==> src/rtl/game_round_ctrl_pkg.sv <==
// Shared game types: round states and field widths.
// The display logic decodes state_o through state_t.
package game_round_ctrl_pkg;

  localparam int SEC_W   = 6;
  localparam int SCORE_W = 11;

  typedef enum logic [1:0] {
    IDLE      = 2'd0,
    COUNTDOWN = 2'd1,
    PLAY      = 2'd2,
    OVER      = 2'd3
  } state_t;

  typedef logic [SEC_W-1:0]   sec_t;
  typedef logic [SCORE_W-1:0] score_t;

endpackage

==> src/rtl/game_round_ctrl_if.sv <==
// Bundle between the round controller and the rest of the game.
// master is the game side, slave is the round controller.
interface game_round_ctrl_if;
  import game_round_ctrl_pkg::*;

  logic   start;
  score_t score;
  logic   spawn_enable;
  logic   score_clear;
  sec_t   seconds_left;
  logic   round_done;
  score_t high_score;
  logic [1:0] state_o;

  modport master (
    output start, score,
    input  spawn_enable, score_clear,
    input  seconds_left, round_done,
    input  high_score, state_o
  );

  modport slave (
    input  start, score,
    output spawn_enable, score_clear,
    output seconds_left, round_done,
    output high_score, state_o
  );

endinterface

==> src/rtl/game_round_ctrl_sec_tick_gen.sv <==
// One-second prescaler: counts 0..CLK_HZ-1 while run is high.
// tick marks the last count of each second.
module sec_tick_gen #(
  parameter int CLK_HZ = 50_000_000
) (
  input  logic clk,
  input  logic reset,
  input  logic clear,
  input  logic run,
  output logic tick
);

  localparam int CW =
    (CLK_HZ > 1) ? $clog2(CLK_HZ) : 1;
  localparam logic [CW-1:0] LAST =
    CW'(CLK_HZ - 1);

  logic [CW-1:0] cnt;

  assign tick = run && (cnt == LAST);

  always_ff @(posedge clk or posedge reset) begin
    if (reset) begin
      cnt <= '0;
    end else if (clear || !run || tick) begin
      cnt <= '0;
    end else begin
      cnt <= cnt + 1'b1;
    end
  end

endmodule

==> src/rtl/game_round_ctrl.sv <==
// Round sequencer: IDLE -> COUNTDOWN -> PLAY -> OVER,
// with seconds display and best-score tracking.
module game_round_ctrl #(
  parameter int CLK_HZ      = 50_000_000,
  parameter int ROUND_S     = 30,
  parameter int COUNTDOWN_S = 3
) (
  input logic clk,
  input logic reset,
  game_round_ctrl_if.slave bus
);
  import game_round_ctrl_pkg::*;

  localparam sec_t CD_LD = sec_t'(COUNTDOWN_S);
  localparam sec_t RS_LD = sec_t'(ROUND_S);

  state_t state, state_d;
  sec_t   secs, secs_d;
  score_t hs, hs_d;
  logic   spawn, spawn_d;
  logic   clr, clr_d;
  logic   done, done_d;
  logic   tick, fin, run, pre_clr;

  assign run = (state == COUNTDOWN) ||
               (state == PLAY);
  assign fin = tick && (secs == sec_t'(1));
  // Prescaler restarts on every COUNTDOWN entry and on PLAY entry.
  assign pre_clr = bus.start ||
                   (fin && state == COUNTDOWN);

  sec_tick_gen #(
    .CLK_HZ(CLK_HZ)
  ) u_tick (
    .clk  (clk),
    .reset(reset),
    .clear(pre_clr),
    .run  (run),
    .tick (tick)
  );

  always_ff @(posedge clk or posedge reset) begin
    if (reset) state <= IDLE;
    else       state <= state_d;
  end

  always_comb begin
    state_d = state;
    if (bus.start) begin
      state_d = COUNTDOWN;
    end else if (fin) begin
      unique case (state)
        COUNTDOWN: state_d = PLAY;
        PLAY:      state_d = OVER;
        default:   state_d = state;
      endcase
    end
  end

  // start outranks the final tick, so an abort never scores.
  always_comb begin
    secs_d  = secs;
    hs_d    = hs;
    clr_d   = 1'b0;
    done_d  = 1'b0;
    spawn_d = (state_d == PLAY);
    if (bus.start) begin
      secs_d = CD_LD;
      clr_d  = 1'b1;
    end else if (fin && state == COUNTDOWN) begin
      secs_d = RS_LD;
    end else if (fin && state == PLAY) begin
      secs_d = '0;
      done_d = 1'b1;
      if (bus.score > hs) hs_d = bus.score;
    end else if (tick) begin
      secs_d = secs - sec_t'(1);
    end
  end

  always_ff @(posedge clk or posedge reset) begin
    if (reset) begin
      secs  <= '0;
      hs    <= '0;
      spawn <= 1'b0;
      clr   <= 1'b0;
      done  <= 1'b0;
    end else begin
      secs  <= secs_d;
      hs    <= hs_d;
      spawn <= spawn_d;
      clr   <= clr_d;
      done  <= done_d;
    end
  end

  assign bus.spawn_enable = spawn;
  assign bus.score_clear  = clr;
  assign bus.seconds_left = secs;
  assign bus.round_done   = done;
  assign bus.high_score   = hs;
  assign bus.state_o      = state;

endmodule

==> src/flat_wrapper.sv <==
// flat-port wrapper written by rule: the top's interface ports become plain ports
module game_round_ctrl_flat import game_round_ctrl_pkg::*;
#(
  parameter int CLK_HZ      = 50_000_000,
  parameter int ROUND_S     = 30,
  parameter int COUNTDOWN_S = 3
)
  (clk, reset, bus_start, bus_score, bus_spawn_enable, bus_score_clear, bus_seconds_left, bus_round_done, bus_high_score, bus_state_o);
  game_round_ctrl_if bus_i ();
  input logic clk;
  input logic reset;
  input wire logic [$bits(bus_i.start)-1:0] bus_start;
  input wire logic [$bits(bus_i.score)-1:0] bus_score;
  output wire logic [$bits(bus_i.spawn_enable)-1:0] bus_spawn_enable;
  output wire logic [$bits(bus_i.score_clear)-1:0] bus_score_clear;
  output wire logic [$bits(bus_i.seconds_left)-1:0] bus_seconds_left;
  output wire logic [$bits(bus_i.round_done)-1:0] bus_round_done;
  output wire logic [$bits(bus_i.high_score)-1:0] bus_high_score;
  output wire logic [$bits(bus_i.state_o)-1:0] bus_state_o;
  assign bus_i.start = bus_start;
  assign bus_i.score = bus_score;
  assign bus_spawn_enable = bus_i.spawn_enable;
  assign bus_score_clear = bus_i.score_clear;
  assign bus_seconds_left = bus_i.seconds_left;
  assign bus_round_done = bus_i.round_done;
  assign bus_high_score = bus_i.high_score;
  assign bus_state_o = bus_i.state_o;
  game_round_ctrl #(.CLK_HZ(CLK_HZ), .ROUND_S(ROUND_S), .COUNTDOWN_S(COUNTDOWN_S)) u_core (.clk(clk), .reset(reset), .bus(bus_i));
endmodule
==> config.mk <==
export PLATFORM = sky130hd
export DESIGN_NAME = game_round_ctrl_flat
export DESIGN_NICKNAME = d
export VERILOG_FILES = /design/src/rtl/game_round_ctrl_pkg.sv /design/src/rtl/game_round_ctrl_if.sv /design/src/rtl/game_round_ctrl_sec_tick_gen.sv /design/src/rtl/game_round_ctrl.sv /design/src/flat_wrapper.sv
export SDC_FILE = /design/constraint.sdc
export NUM_CORES = 1
export LEC_CHECK = 0
export BUFFER_PORTS_ARGS = -buffer_cell sky130_fd_sc_hd__buf_4
export CAP_MARGIN = 20
export CORE_ASPECT_RATIO = 1.25
export CORE_MARGIN = 2
export CORE_UTILIZATION = 30
export DETAILED_ROUTE_END_ITERATION = 16
export GPL_TIMING_DRIVEN = 1
export MAX_ROUTING_LAYER = met4
export PLACE_DENSITY_LB_ADDON = 0.15
export SLEW_MARGIN = 20
export SYNTH_ARGS = -nofsm -noshare
export SYNTH_HDL_FRONTEND = slang
export SYNTH_HIERARCHICAL = 1
export SYNTH_SLANG_ARGS = --single-unit
==> constraint.sdc <==
create_clock -name clk -period 6.6 [get_ports clk]
set_input_delay 0 -clock clk [delete_from_list [all_inputs] [get_ports clk]]
set_output_delay 0 -clock clk [all_outputs]
set_load 0.1 [all_outputs]
==> flow_summary.toml, run 1 <==
[status]
status = "complete, no violations"

[sta]
layout_setup_ws_ns = 2.53
setup_violations = 0
slew_headroom_pct = 32.7
rsz0062_at_grt = "false"
fin_crit_sh_pct = 61.7
skew_ns = 0.00854
setup_tns_ns = 0
worst_pin_slew_ns = 1.00
report.final.slew_viol_count = 0
fmax_ghz = 0.246
hold_viol_final = 0
fin_crit_ns = 4.07

[route]
vias = 2110
drtIter0Drc = 80
dr.pass1.iters = 4
drc = 0
routedWlPerCell_um = 12.7
viasPerCell = 4.81
ant_nets = 0
routed_wl_um = 5560

[synthesis]
yosysTopAreaCellShare_pct = 44.2
syn_area_per_cell_um2 = 10.1
syn_area_um2 = 2720
syn-instance-count = 270
synth_area_leaders = "dfrtp_1 (44%), ha_1 (7.8%), mux2_4 (5.5%), a21oi_1 (4.1%), inv_1 (3.6%)"
async_flop_share_pct = 100
ys.flop_type = "dfrtp_1"
seq_area_frac_synth_pct = 44.2
yosys_warnings = 6
synth_edf_count = 0
syn-num-nets = 301
yosysTopAreaCell = "dfrtp_1"
synth-seq-cells = 48
synth_cell_type_count = 45

[floorplan]
core-area_um2 = 8750
dieArea_um2 = 9840
chipWidth_um = 89.1
die_y_um = 110
num_rows = 38
num_io_pins = 36
start_util_pct = 31.1

[power_and_ir_drop]
sequentialPowerShare_pct = 59.0
p_leak_nw = 1.37
switchingPower_w = 0.000120
pwr-share-clk_pct = 33.4
power.density_nw_per_um2 = 152
p_int_w = 0.000385
vdd_ir_drop_max_mv = 0.0769
combPwrFrac_pct = 7.6
swShare_pct = 23.7

[placed_design]
gp_congestion = 0.756
pre_cts_ws_ns = 2.19
hpwl_um = 4000
port_buffers = 35

[cells_and_area]
layout_commonest_cell = "dfrtp_1"
area_delta_synth_final_pct = 22.1
layout_common_cells = "dfrtp_1 (48), buf_4 (36), inv_1 (25), a21oi_1 (22), nor2_1 (20)"
drive_gt1_share_pct = 22.9
nFillCells = 903
final_nets = 350
fin_util_pct = 37.9
antenna_cells = 0

[clock_network]
cts_tree = "built"
cts_root_buffer = "clkbuf_8"
clk_path_buf_depth = 2
cts_sinks = 48
path_clk_slew_ns = 0.09
postCtsSetupBuffers = 0
clkLatencyLatePin_ns = 0.30
cts-htree-levels = 2
numCtsBuffers = 5

[global_route]
antenna_found_initial = 0
grt_pass1_wl_um = 9860
grt_max_degree = 27
track_usage_pct = 12.6
first_global_vias = 2141
grt-ovfl-total = 0

[critical_path]
crit_fanout = 11
worst-path-buf-inv = 1
critical_path_arrival_ns = 4.26
worst_path_max_delay_cell = "nor4b_4"
reg2reg_setup_slack_ns = 2.53
path_cells = "inv_1, ha_1, nor4bb_1, nand2_1, nor4_2, nand2b_2, nor4_4, nand2_2, nor4b_4, mux2_2"
cp_top_family = "simple AND/OR/NAND/NOR gates"
cp-end-kind = "flip-flop"
crit_type = "reg2reg"
worst_setup_path_start_kind = "flip-flop"
slowest_delay_ns = 0.91
cp.required_ns = 6.79

[flow_run]
maxCapViolations = 0

[min_path]
hold_class = "in2async"
## stage by stage
step,power [W],hold WS (ns),instances,instance area (um^2)
3_3_place_gp,0.000337,0.218,419,3100
6_report,0.000504,0.375,439,3320
4_1_cts,0.000516,0.446,439,3310
2_1_floorplan,0.000322,-0.0108,270,2720
5_1_grt,0.000535,0.440,439,3320
3_5_place_dp,0.000337,0.217,419,3100
## sequential cells by signal (all words and copies together) (netlist names)
name,flops
u_core/u_tick/cnt,26
u_core/bus.high_score,11
u_core/bus.seconds_left,6
u_core/bus.state_o,2
u_core/bus.round_done,1
u_core/bus.score_clear,1
u_core/bus.spawn_enable,1
## power groups by stage
stage | clock (W) | combinational (W) | sequential (W)
floorplan | 0 | 0.0000167 | 0.000306
global route | 0.000193 | 0.0000438 | 0.000298
detailed placement | 0 | 0.0000332 | 0.000303
finish | 0.000168 | 0.0000382 | 0.000298
global placement | 0 | 0.0000333 | 0.000303
CTS | 0.000179 | 0.0000394 | 0.000298
## cells by family after synthesis
family	count (synthesis)	share of synthesized area, %
AND/OR/NAND/NOR	98	21.9
AO/OA/AOI/OAI	51	11.1
flip-flops	48	44.2
buffers and inverters	33	5.16
adder cells (fa/ha/maj)	17	7.83
XOR/XNOR	12	3.87
multiplexers	11	5.94
## final timing paths
kind,start,to,depth (start not counted)
min,reset,u_core/u_tick/cnt[24],3
max in group asynchronous,reset,u_core/bus.high_score[1],3
min in group clk,bus_start,u_core/bus.score_clear,2
min reg2reg,u_core/u_tick/cnt[0],u_core/u_tick/cnt[0],1
max,u_core/bus.state_o[1],u_core/bus.high_score[4],10
max reg2reg,u_core/bus.state_o[1],u_core/bus.high_score[4],10
## routing by layer
layer / wire [um] / share of wire, % / track usage [%]
met1: 2530 / 46 / 15.2
met2: 2790 / 50 / 21.4
met3: 170 / 3.1 / 2.47
met4: 70 / 1.3 / 3.28
met5: 0 / 0 / -
## worst min-delay path, cell delays in order
cell	delay (ns)
dlygate4sd3_1	0.53
buf_4	0.14
clkinv_1	0.49
## cells in the mapped netlist (all sizes together) (5+ instances only)
master and count:
mux2 11, nor2 20, inv 26, nand2b 5, nand2 16, o31ai 8, nor3 6, a21oi 23
or4 9, nand3 10, dfrtp 48, o21ai 13, nor4 5, or3 7, xnor2 8, nand4 8
ha 17
## repair_timing
item                      in CTS  in global routing
hold endpoints to repair      41                  0
gates resized for setup        0                  0
hold buffers                  13                  0
## cell type report
class	instances	area, um^2	area share, %
sequential	48	1200	36.2
clock inverter	1	5.00	0.151
multi-input combinational	189	1390	41.9
inverter	26	97.6	2.94
tap	120	150	4.52
clock buffer	6	72.6	2.19
timing repair buffer	49	400	12.1
No activity file was read; power rests on OpenSTA's default activity.
==> run 2, diff against run 1 <==
Settings changed: ABC_AREA set to 1.
Clock period 6.6 ns to 3.7 ns, I/O delays scaled along.
==> run 2 against run 1 <==
Net effect:
- synthesized area is 12% higher
- maximum frequency grew 55%
- die area rose by 11%
- utilization down 0.82 points
- final cell count is 36% higher
- total power up 130%
- sequential share of layout area shrank 3.8 points
- sequential cell count is the same
- critical path depth grew 4
- synthesized cell count up 55%
- count of clock-buffer cells in the layout is 1 higher
- routed wire length increased by 31%
==> flow_summary.toml, run 2 <==
[status]
status = "complete, no violations"

[power_and_ir_drop]
power.density_nw_per_um2 = 316
vdd_ir_drop_max_mv = 0.165
p_leak_nw = 1.72

[placed_design]
gp_congestion = 0.852
pre_cts_ws_ns = 1.08
hpwl_um = 5370
port_buffers = 35
placedCellCount = 576

[sta]
report.final.slew_viol_count = 0
setup_violations = 0
fmax_ghz = 0.381
slew_headroom_pct = 39.3
rsz0062_at_grt = "false"
holdWs_ns = 0.0136
fin_crit_ns = 2.63
setup_tns_ns = 0
layout_setup_ws_ns = 1.07
hold_viol_final = 0
skew_ns = 0.00489
fin_crit_sh_pct = 71.0
worst_pin_slew_ns = 0.909

[floorplan]
start_util_pct = 30.4
num_io_pins = 36
dieArea_um2 = 11000
core-area_um2 = 10000
num_rows = 41
chipWidth_um = 94.1
die_y_um = 117

[cells_and_area]
instances_no_fill = 596
layout_commonest_cell = "nand2_1"
final_nets = 497
seq_area_um2 = 1200
layout_common_cells = "nand2_1 (122), nor2_1 (77), inv_1 (56), dfrtp_1 (48), buf_4 (35)"
largest_reg_flops = 26
regMostFlops = "u_core/u_tick/cnt"
nFillCells = 1056
multi_input_area_um2 = 1560
drive_gt1_share_pct = 13.3
antenna_cells = 0
area_delta_synth_final_pct = 22.0

[synthesis]
synth-seq-cells = 48
yosysTopAreaCell = "dfrtp_1"
synth_common_cells = "nand2_1 (122), nor2_1 (77), inv_1 (57)"
synth_cell_type_count = 31
syn-instance-count = 418
synth_edf_count = 0
yosys_warnings = 6
yosysTopAreaCellShare_pct = 39.5
async_flop_share_pct = 100
yosysMostFrequentCell = "nand2_1"
seq_area_frac_synth_pct = 39.5
ys.flop_type = "dfrtp_1"
synth_area_leaders = "dfrtp_1 (39%), nand2_1 (15%), nor2_1 (9.5%), inv_1 (7.0%), ha_1 (7.0%)"
syn_area_per_cell_um2 = 7.28
syn-num-nets = 449
syn_area_um2 = 3040

[critical_path]
worst_setup_path_start_kind = "flip-flop"
r2r_cells = 14
timing.rr.start = "u_core/u_tick/cnt[0]"
cp.required_ns = 3.86
crit_start = "u_core/u_tick/cnt[0]"
cp-end-kind = "flip-flop"
crit_fanout = 26
critical_path_arrival_ns = 2.79
crit_type = "reg2reg"

[clock_network]
postCtsSetupBuffers = 0
cts-htree-levels = 2
numCtsBuffers = 5
cts_root_buffer = "clkbuf_16"
path_clk_slew_ns = 0.06
clkLatencyLatePin_ns = 0.29
cts_sinks = 48
clk_path_buf_depth = 2
cts_tree = "built"

[route]
routed_wl_um = 7270
routedWlPerCell_um = 12.2
vias = 2658
viasPerCell = 4.46
drtIter0Drc = 108
dr.pass1.iters = 5
ant_nets = 0
drc = 0

[min_path]
min_from = "bus_score[8]"
whs_path_depth = 3
hold_class = "in2reg"

[global_route]
grt.met1_usage_pct = 17.0
track_usage_pct = 14.8
grt_util_met3_pct = 2.39
grt_pass1_wl_um = 12500
busiest_layer = "met2"
first_global_vias = 2606
grt_util_met2_pct = 26.5
antenna_found_initial = 0
grt-ovfl-total = 0
grt_max_degree = 27

[flow_run]
maxCapViolations = 0
## run 2: cell types whose count changed after synthesis, moves of 5 or more
cell     change
a21oi_1     -14
inv_1       +31
mux2_4      -10
nand2_1    +107
nand3_1      +8
nand4_1      +5
nor2_1      +57
nor2_2       +5
o21ai_0      -8
o31ai_1      -6
or4_1        -6
xor2_1       +9
## run 2: power breakdown
part	total, W	switching [W]	internal, W
combinational	0.0000830	0.0000513	0.0000317
sequential	0.000533	0.00000480	0.000529
clock	0.000555	0.000199	0.000356
total	0.00117	0.000255	0.000916
## run 2: cell families after synthesis
family / count (synthesis) / share of synthesized area (%)
flip-flops: 48 / 39.5
adder cells (fa/ha/maj): 17 / 6.99
AND/OR/NAND/NOR: 250 / 35.3
AO/OA/AOI/OAI: 21 / 4.15
XOR/XNOR: 17 / 4.89
buffers and inverters: 65 / 9.21
## run 2: layout make-up
class / count / share of cell area [%]
flip-flops and latches: 48 / 32.4
repair buffers: 47 / 10.3
clock buffers: 7 / 4.11
clock inverters: 1 / 0.809
well taps: 129 / 4.35
multi-input cells: 305 / 42.1
inverters: 59 / 6.00
## run 2: worst paths after layout
kind | end | slack, ns
worst min register to register | u_core/bus.high_score[4] | 0.50
worst max register to register | u_core/u_tick/cnt[22] | 1.07
worst min-delay path | u_core/bus.high_score[8] | 0.01
max in group asynchronous | u_core/bus.state_o[0] | 2.66
min in group asynchronous | u_core/u_tick/cnt[10] | 0.35
worst max-delay path | u_core/u_tick/cnt[22] | 1.07
## run 2: stage by stage
stage	power, W	cell area [um^2]	util, %
floorplan	0.000592	3040	-
global placement	0.000617	3410	34.1
detailed placement	0.000618	3410	34.1
CTS	0.00120	3710	37.1
global route	0.00122	3710	37.1
finish	0.00117	3710	37.1
## run 2: routing by layer
| layer | vias to the layer above | share of wire [%] |
|---|---|---|
| met5 | - | 0 |
| met4 | 0 | 1.3 |
| met3 | 6 | 2.9 |
| met2 | 46 | 52 |
| met1 | 1217 | 44 |
| li1 | 1389 | - |
## run 2: critical path, cell delays in order (launching register included)
cell and delay (ns):
dfrtp_1 0.44, ha_1 0.29, inv_1 0.10, nor2_4 0.17, nand3_1 0.09, nor2_1 0.26, nand3_2 0.13, nor2_4 0.17
inv_1 0.08, nor2_2 0.22, nor2_1 0.07, inv_1 0.05, nor2_1 0.06, nand2_4 0.26, nor2_1 0.09
## run 2: timing repair
action,in CTS,in global routing
resized for setup,0,0
hold buffers,12,0
endpoints found under the hold margin,35,0
==> run 3, diff against run 2 <==
Settings changed: ABC_AREA 1 to 0.
Clock period 3.7 ns to 2.2 ns, I/O delays scaled along.
==> run 3 against run 2 <==
Net effect:
- the run now ends with setup timing left
- critical path depth is 3 lower
- routed wire length shrank 5.9%
- global-route usage up 0.29 points
- total power up 35%
- clock power decreased by 1%
- non-clock buffer count increased by 78
- sequential share of layout area is 3.0 points lower
- clock skew up 0.0036 ns
- count of clock-buffer cells in the layout increased by 1
- die area fell by 10%
- final cell count down 13%
- critical path type unchanged
==> flow_summary.toml, run 3 (synthesized netlist as in run 1, its figures left out) <==
[clock_network]
numCtsBuffers = 5
path_clk_slew_ns = 0.09
cts-htree-levels = 2
cts_root_buffer = "clkbuf_8"
cts_sinks = 48
clk_path_buf_depth = 2
clkLatencyLatePin_ns = 0.29
cts_tree = "built"

[critical_path]
critical_path_arrival_ns = 2.69
path_cells = "inv_4, ha_4, nor4bb_4, nand2_2, nor4_4, nand2b_2, nor4_4, nand2_2, nor4b_4, buf_6, mux2_4"
r2r_end = "u_core/bus.high_score[7]"
worst-path-buf-inv = 2
cp.depth = 11
worst_path_max_delay_cell = "dfrtp_4"
crit_end = "u_core/bus.high_score[7]"
worst_setup_path_start_kind = "flip-flop"
cp-end-kind = "flip-flop"
r2r_cells = 11
reg2reg_setup_slack_ns = -0.30
crit_fanout = 7
crit_start = "u_core/bus.state_o[0]"
slowest_delay_ns = 0.43
cp.required_ns = 2.39
timing.rr.start = "u_core/bus.state_o[0]"
cp_top_family = "simple AND/OR/NAND/NOR gates"
crit_type = "reg2reg"

[route]
routedWlPerCell_um = 13.3
drc = 0
vias = 2413
dr.pass1.iters = 4
drtIter0Drc = 71
viasPerCell = 4.68
ant_nets = 0
routed_wl_um = 6840

[sta]
fmax_ghz = 0.400
report.final.slew_viol_count = 0
slew_headroom_pct = 64.8
skew_ns = 0.00845
hold_viol_final = 0
worst_pin_slew_ns = 0.527
setup_violations = 44
fin_crit_ns = 2.50
fin_crit_sh_pct = 114
layout_setup_ws_ns = -0.300
rsz0062_at_grt = "true"

[power_and_ir_drop]
power.density_nw_per_um2 = 385
vdd_ir_drop_max_mv = 0.246
p_leak_nw = 1.84

[floorplan]
start_util_pct = 31.1
chipWidth_um = 89.1
dieArea_um2 = 9840
die_y_um = 110
core-area_um2 = 8750
num_io_pins = 36
num_rows = 38

[global_route]
grt_pass1_wl_um = 11600
first_global_vias = 2544
grt-ovfl-total = 0
track_usage_pct = 15.1
antenna_found_initial = 0
grt_max_degree = 27

[placed_design]
gp_congestion = 0.823
hpwl_um = 4830
port_buffers = 35
pre_cts_ws_ns = -0.532
place_area_um2 = 3640
placedCellCount = 480

[min_path]
hold_class = "in2async"

[cells_and_area]
drive_gt1_share_pct = 43.4
antenna_cells = 0
layout_commonest_cell = "buf_4"
instances_no_fill = 516
largest_reg_flops = 26
area_delta_synth_final_pct = 51.7
regMostFlops = "u_core/u_tick/cnt"
fin_area_um2 = 4120
final_nets = 426
layout_common_cells = "buf_4 (102), dfrtp_1 (46), inv_1 (24), nor2_1 (20)"

[flow_run]
maxCapViolations = 0

[status]
violations = "setup timing"
status = "finished with violations"
run 3: cell count changes in the layout (fill, tap and decap cells not counted), sizes merged, moves of 7 or more:
cell	before	now
o31ai	1	8
mux2	0	11
a21oi	8	23
xor2	13	4
nand2	126	16
or4	0	9
nor2	84	20
o21ai	5	13
inv	58	26
buf	35	111
nand3	19	10
or3	0	7
run 3: through the flow:
step / setup TNS [ns] / util [%] / hold slack (ns) / power, W
2_1_floorplan: -34.48 / - / -0.0107 / 0.000969
3_3_place_gp: -16.75 / 41.6 / 0.0839 / 0.00103
3_5_place_dp: -19.33 / 41.6 / 0.0909 / 0.00103
4_1_cts: -11.71 / 46.1 / 0.316 / 0.00162
5_1_grt: -19.03 / 47.1 / 0.357 / 0.00168
6_report: -10.87 / 47.1 / 0.299 / 0.00159
run 3: worst min path at each step:
| stage | end | slack [ns] | cells after the start |
|---|---|---|---|
| final | u_core/bus.high_score[9] | 0.30 | 3 |
| after global routing | u_core/bus.high_score[9] | 0.36 | 3 |
| after CTS | u_core/bus.high_score[9] | 0.32 | 3 |
| after detailed placement | u_core/bus.high_score[2] | 0.09 | 2 |
| after global placement | u_core/bus.high_score[2] | 0.08 | 2 |
| after floorplan | u_core/bus.high_score[0] | -0.01 | 1 |
run 3: worst reg2reg max path, delay by kind of cell (launching register included):
family / cells / cell delay, ns
buf+inv: 2 / 0.24
simple gates: 7 / 1.17
flops: 1 / 0.43
fa+ha+maj: 1 / 0.25
mux: 1 / 0.31
run 3: what timing repair did:
| action | 4_1_cts | 5_1_grt |
|---|---|---|
| pin swaps | 8 | 7 |
| cloned | 1 | 0 |
| hold buffers | 13 | 0 |
| resized for setup | 25 | 14 |
| setup endpoints to repair | 45 | 46 |
| buffers inserted | 7 | 10 |
| endpoints found under the hold margin | 55 | 0 |
run 3: report_power, final:
group	switching [W]	internal, W	leakage (nW)	total [W]
registers	0.00000287	0.000887	0.649	0.000890
logic	0.0000756	0.0000717	1.15	0.000147
clock network	0.000291	0.000257	0.0455	0.000549
run 3: per-layer routing:
metal | up-vias | share of wire (%) | track usage (%)
met5 | - | 0 | -
met4 | 0 | 1.7 | 3.88
met3 | 9 | 2.2 | 2.84
met2 | 33 | 53 | 26.1
met1 | 1163 | 43 | 17.6
li1 | 1208 | - | -
run 3: layout make-up:
type	instances	area, um^2
well taps	120	150
multi-input cells	189	1530
flip-flops and latches	48	1210
clock buffers	8	90.1
inverters	26	103
repair buffers	125	1040
fillers	878	4620
